`src/rtl/matmul_stream_core.sv`:
```
// matmul_stream_core: streaming KxK integer matrix-vector engine.
// The first NUM_WEIGHT_TRANSFERS input words load the weight matrix W.
// Each later input word carries a data column d, and the block emits W*d
// through an output FIFO.
// Optional macro SIGNED_ARITH_EN: when defined, weights, data and results
// are two's-complement; otherwise all arithmetic is unsigned.
module matmul_stream_core #(
  parameter int KERNEL_SIZE          = 3,
  parameter int DATA_WIDTH           = 8,
  parameter int WEIGHT_WIDTH         = 8,
  parameter int DEPTH                = 8,
  parameter int PTR_WIDTH            = 3,
  parameter int BUS_WIDTH            = 32,
  parameter int SUM_WIDTH            = DATA_WIDTH + WEIGHT_WIDTH + KERNEL_SIZE,
  parameter int DATAOUT_WIDTH        = SUM_WIDTH * KERNEL_SIZE,
  parameter int NUM_WEIGHT_TRANSFERS =
    (WEIGHT_WIDTH * KERNEL_SIZE * KERNEL_SIZE + BUS_WIDTH - 1) / BUS_WIDTH
) (
  input  logic                     clk,
  input  logic                     rst,
  input  logic [BUS_WIDTH-1:0]     s_axis_tdata,
  input  logic                     s_axis_tvalid,
  output logic                     s_axis_tready,
  input  logic                     m_axis_tready,
  output logic [DATAOUT_WIDTH-1:0] m_axis_tdata,
  output logic                     m_axis_tvalid
);

  localparam int K   = KERNEL_SIZE;
  localparam int NW  = K * K;
  localparam int EPW = BUS_WIDTH / WEIGHT_WIDTH;
  localparam int CW  = $clog2(NUM_WEIGHT_TRANSFERS + 1);
  localparam int OW  = PTR_WIDTH + 2;

  typedef enum logic {LOAD_W, COMPUTE} state_t;

  state_t                   state, next_state;
  logic [CW-1:0]            wcnt;
  logic [WEIGHT_WIDTH-1:0]  weight [NW];
  logic [SUM_WIDTH-1:0]     prod_d [NW];
  logic [SUM_WIDTH-1:0]     prod_q [NW];
  logic [SUM_WIDTH-1:0]     sum_d  [K];
  logic [SUM_WIDTH-1:0]     sum_q  [K];
  logic [DATAOUT_WIDTH-1:0] packed_sum;
  logic                     s1_valid, s2_valid;
  logic [DATAOUT_WIDTH-1:0] fifo_mem [DEPTH];
  logic [PTR_WIDTH-1:0]     wr_ptr, rd_ptr;
  logic [PTR_WIDTH:0]       count;
  logic [OW-1:0]            occupancy;
  logic                     in_accept, w_accept, d_accept;
  logic                     push, pop;

  // Widening to SUM_WIDTH before multiplying keeps the low product bits exact
  // in both unsigned and two's-complement modes.
  function automatic logic [SUM_WIDTH-1:0] extend_w(input logic [WEIGHT_WIDTH-1:0] v);
`ifdef SIGNED_ARITH_EN
    return {{(SUM_WIDTH-WEIGHT_WIDTH){v[WEIGHT_WIDTH-1]}}, v};
`else
    return {{(SUM_WIDTH-WEIGHT_WIDTH){1'b0}}, v};
`endif
  endfunction

  function automatic logic [SUM_WIDTH-1:0] extend_d(input logic [DATA_WIDTH-1:0] v);
`ifdef SIGNED_ARITH_EN
    return {{(SUM_WIDTH-DATA_WIDTH){v[DATA_WIDTH-1]}}, v};
`else
    return {{(SUM_WIDTH-DATA_WIDTH){1'b0}}, v};
`endif
  endfunction

  // Credit counts results already queued plus those still in the pipeline.
  assign occupancy = OW'(count) + OW'(s1_valid) + OW'(s2_valid);
  assign in_accept = s_axis_tvalid && s_axis_tready;
  assign w_accept  = in_accept && (state == LOAD_W);
  assign d_accept  = in_accept && (state == COMPUTE);
  assign m_axis_tvalid = !rst && (count != '0);
  assign m_axis_tdata  = m_axis_tvalid ? fifo_mem[rd_ptr] : '0;
  assign pop  = m_axis_tvalid && m_axis_tready;
  assign push = s2_valid;

  // Next-state and input-ready decode.
  always_comb begin
    next_state    = state;
    s_axis_tready = 1'b0;
    case (state)
      LOAD_W: begin
        s_axis_tready = !rst;
        if (s_axis_tvalid && (wcnt == CW'(NUM_WEIGHT_TRANSFERS - 1)))
          next_state = COMPUTE;
      end
      COMPUTE: s_axis_tready = !rst && (occupancy < OW'(DEPTH));
      default: next_state = LOAD_W;
    endcase
  end

  // State register and weight loading; weights are frozen once computing.
  always_ff @(posedge clk) begin
    if (rst) begin
      state <= LOAD_W;
      wcnt  <= '0;
      for (int n = 0; n < NW; n++) weight[n] <= '0;
    end else begin
      state <= next_state;
      if (w_accept) begin
        for (int n = 0; n < NW; n++)
          if (n / EPW == int'(wcnt))
            weight[n] <= s_axis_tdata[BUS_WIDTH-1-(n%EPW)*WEIGHT_WIDTH -: WEIGHT_WIDTH];
        wcnt <= wcnt + 1'b1;
      end
    end
  end

  // Products of every weight with its matching element of the incoming column.
  always_comb begin
    for (int n = 0; n < NW; n++)
      prod_d[n] = extend_w(weight[n]) *
                  extend_d(s_axis_tdata[BUS_WIDTH-1-(n%K)*DATA_WIDTH -: DATA_WIDTH]);
  end

  // Row sums of the registered products.
  always_comb begin
    for (int i = 0; i < K; i++) begin
      sum_d[i] = '0;
      for (int k = 0; k < K; k++) sum_d[i] = sum_d[i] + prod_q[i*K+k];
    end
  end

  // Pack row sums with row 0 in the least significant lane.
  always_comb begin
    packed_sum = '0;
    for (int i = 0; i < K; i++) packed_sum[i*SUM_WIDTH +: SUM_WIDTH] = sum_q[i];
  end

  // Pipeline data registers; only the valid bits need reset.
  always_ff @(posedge clk) begin
    if (d_accept) for (int n = 0; n < NW; n++) prod_q[n] <= prod_d[n];
    if (s1_valid) for (int i = 0; i < K; i++) sum_q[i] <= sum_d[i];
    if (push) fifo_mem[wr_ptr] <= packed_sum;
  end

  // Pipeline valid tracking and FIFO pointers/occupancy.
  always_ff @(posedge clk) begin
    if (rst) begin
      s1_valid <= 1'b0;
      s2_valid <= 1'b0;
      wr_ptr   <= '0;
      rd_ptr   <= '0;
      count    <= '0;
    end else begin
      s1_valid <= d_accept;
      s2_valid <= s1_valid;
      if (push) wr_ptr <= wr_ptr + 1'b1;
      if (pop)  rd_ptr <= rd_ptr + 1'b1;
      case ({push, pop})
        2'b10:   count <= count + 1'b1;
        2'b01:   count <= count - 1'b1;
        default: count <= count;
      endcase
    end
  end

endmodule

```
`config.mk`:
```
export PLATFORM = sky130hd
export DESIGN_NAME = matmul_stream_core
export DESIGN_NICKNAME = d
export VERILOG_FILES = /design/src/rtl/matmul_stream_core.sv
export SDC_FILE = /design/constraint.sdc
export NUM_CORES = 2
export LEC_CHECK = 0
export BUFFER_PORTS_ARGS = -buffer_cell sky130_fd_sc_hd__buf_2
export CORE_ASPECT_RATIO = 0.6
export CORE_MARGIN = 2
export CORE_UTILIZATION = 45
export CTS_BUF_LIST = sky130_fd_sc_hd__clkbuf_4
export CTS_CLUSTER_SIZE = 40
export DETAILED_ROUTE_END_ITERATION = 6
export PLACE_DENSITY = 0.63
export SLEW_MARGIN = 20
export SYNTH_ARGS = -nofsm -noshare
export SYNTH_HDL_FRONTEND = slang
export SYNTH_SLANG_ARGS = --single-unit
export TNS_END_PERCENT = 30
```
`constraint.sdc`:
```
create_clock -name clk -period 6.85 [get_ports clk]
set_input_delay 2.055 -clock clk [delete_from_list [all_inputs] [get_ports clk]]
set_output_delay 2.055 -clock clk [all_outputs]
set_load 0.01 [all_outputs]
```
==> run metrics <==
Top Metal Used=met4; run status=finished, final reports clean; crit-path cells=buf_2, nand2_1, fa_1, fa_1, inv_1, fa_1, inv_1, fa_1, inv_1, ha_1, o21a_1, a21boi_0, o21ai_0, a211oi_1, buf_4; Worst-Skew Late Latency=1130 ps; register area share after synthesis=0.449; mux cell area share after synthesis=0.0638; unrepaired setup endpoints after global routing=no; final WL=112 mm; HP Class=reg2reg; TritonCTS Buffers=178; dpl ws=259 ps; WL met1=56.3 mm; vias in the first global route=29300; maxcap violations=0; Final Hold Violating Endpoints=0; final-report max-slew violation count=0; Reg clk slew, reported paths=60 ps; metal2 WL=43.9 mm; Synth Area in Simple Gates=0.113; first-pass GRT wire length=175 mm; Clock Path Buffers=3; Critical Path AT=6480 ps; ANT nets after route=0; largest net degree at the start of global routing=72; worst slew pin tran=954 ps; Die Ht=256 µm; Power per Cell Area=244 mW/mm²; Final setup viols=0; leading cell types in the layout, fill and taps excluded=edfxtp_1 (702), and2_1 (522), inv_1 (503), ha_1 (378), fa_1 (376); Leakage=21.5 nW; worst rel slew slack=0.359; share of layout cells above drive strength 1=0.135; DR iter-0 viols=2294; synth warn=0; synthesis-to-finish area growth=9.25%; HPWL Detailed=80.7 mm; DR DRC count=0; Root Driver=clkbuf_4; VDD IR max=163 µV; Sink Count=720; H-tree levels=4; endpoint class of the critical path=register; commonest non-fill, non-tap cell in the layout=edfxtp_1; largest family of logic cells by synthesized area=adder cells; cell count after placement=5149; Post-synth EDFFs=702; Netlist cell types=71; filler-free cell count of the finished design=5461; Crit. Startpoint=s_axis_tdata[19]; row count=92; Placer Congestion=0.863; most used cell, CP=fa_1; Resize count post-CTS=0; initial antenna violation count=11; IO Count=95; Setup CP Type=in2reg; CP max-delay cell=fa_1; Final Worst Setup Slack=1340 ps; Die W=425 µm; maximum net fanout on the critical path=25; minimum clock period=5510 ps; cts hold-fix bufs=0; Initial Util=0.454; drt wl/cell=20.5 µm; Final nets=4709; Max Freq=0.182 GHz; setup bufs post-CTS=0; Post-Synthesis Cells=3708; TritonRoute pass-1 iters=5; final period utilization=0.804; WHS=501 ps; Synth Area in XOR/XNOR=0.0209; Synth Area in Compound Gates=0.0489; Top FF cell, synth=edfxtp_1; Via-to-Cell Ratio=5.25; Port Buffers=91; Avg Cell Area, Syn=12.9 µm²; Core Footprint=0.105 mm²; clock skew=77.2 ps; metal3 WL=10.1 mm; startpoint types=input pin; Synth async-reset ratio=0; Post-Synth Adder-Cell Area=0.257; reg2reg start=weight[0][36]; GR Overflow Total=0; worst endpoint required time=7820 ps; Seq cells post-synth=720; Mapped Area=0.0478 mm²; CP peak stage delay=570 ps; GRT Resource Usage Total=0.213; HP Start=count[3]; total number of vias=28700; CTS tree=built; die outline area=0.109 mm²; Sum Neg Setup Slack=0 ps
-- stage by stage --
step	power, mW	util	cell area (µm²)
CTS	12.8	0.496	52200
global placement	9.19	0.476	50000
floorplan	8.11	-	47800
detailed placement	9.22	0.476	50000
global route	13.6	0.496	52200
finish	12.7	0.497	52200
-- area by class of cell --
cell class / instances / area (µm²)
Fill cell: 9204 / 52900
Multi-Input combinational cell: 2389 / 24100
Sequential cell: 720 / 21500
Inverter: 503 / 1890
Clock buffer: 243 / 1820
Tap cell: 1410 / 1760
Timing Repair Buffer: 127 / 776
Clock inverter: 57 / 353
Antenna cell: 12 / 30.0
-- Yosys cell counts, types with 13 or more instances --
library cell / n / area share
mux2i_1: 59 / 0.012
ha_1: 378 / 0.099
o21ai_0: 62 / 0.0065
xnor2_1: 81 / 0.015
and2_1: 522 / 0.068
inv_1: 503 / 0.040
nor3_1: 37 / 0.0039
dfxtp_1: 18 / 0.0075
or2_2: 13 / 0.0017
xor2_1: 33 / 0.0061
clkbuf_1: 73 / 0.0057
nand3_1: 22 / 0.0023
a31oi_1: 16 / 0.0021
nor2_1: 175 / 0.014
a21o_1: 29 / 0.0046
o21a_1: 21 / 0.0033
nor4_1: 15 / 0.0020
mux4_2: 108 / 0.051
nand2_1: 160 / 0.013
buf_2: 16 / 0.0017
a211oi_1: 30 / 0.0047
fa_1: 376 / 0.16
edfxtp_1: 702 / 0.44
a21oi_1: 84 / 0.0088
nor2b_1: 24 / 0.0031
-- sequential cells by signal, summed over array words and instances (netlist names), named ones only --
register and cells:
s1_valid 1, fifo_mem 432, push 1, state 1
wcnt 2, rd_ptr 3, count 4, sum_q 54
wr_ptr 3, weight 72, prod_q 144
-- where the power goes --
group	leakage, nW	switching (mW)	internal (mW)	total, mW
sequential	6.56	0.135	5.05	5.19
combinational	13.6	2.33	1.67	4.01
clock	1.29	1.80	1.74	3.54
-- worst max-delay path: cells and delay by family --
family,cells,cell delay (ps)
AND/OR/NAND/NOR,1,140
buffers and inverters,5,730
adder cells (fa/ha/maj),5,2370
AO/OA/AOI/OAI,4,1180
-- kinds of logic after synthesis --
kind of cell / after synthesis
DFF: 720
xor gates and xnor gates: 114
AOI/OAI and AO/OA: 345
and+or+nand+nor: 1004
other: 1
buffers and inverters: 601
muxes: 169
adders and majority gates: 754
-- worst paths after layout --
path | to | slack (ps) | depth (start not counted)
worst max-delay path | prod_q[0][79] | 1340 | 15
worst min-delay path | count[3] | 500 | 2
worst max register to register | prod_q[0][79] | 2110 | 13
worst min register to register | count[3] | 500 | 2
-- per-layer routing --
metal | up-vias | global-route usage
met5 | - | 0
met4 | 0 | 0.0521
met3 | 119 | 0.0614
met2 | 804 | 0.281
met1 | 14400 | 0.339
li1 | 13300 | -
(Power assumes the default switching activity.)
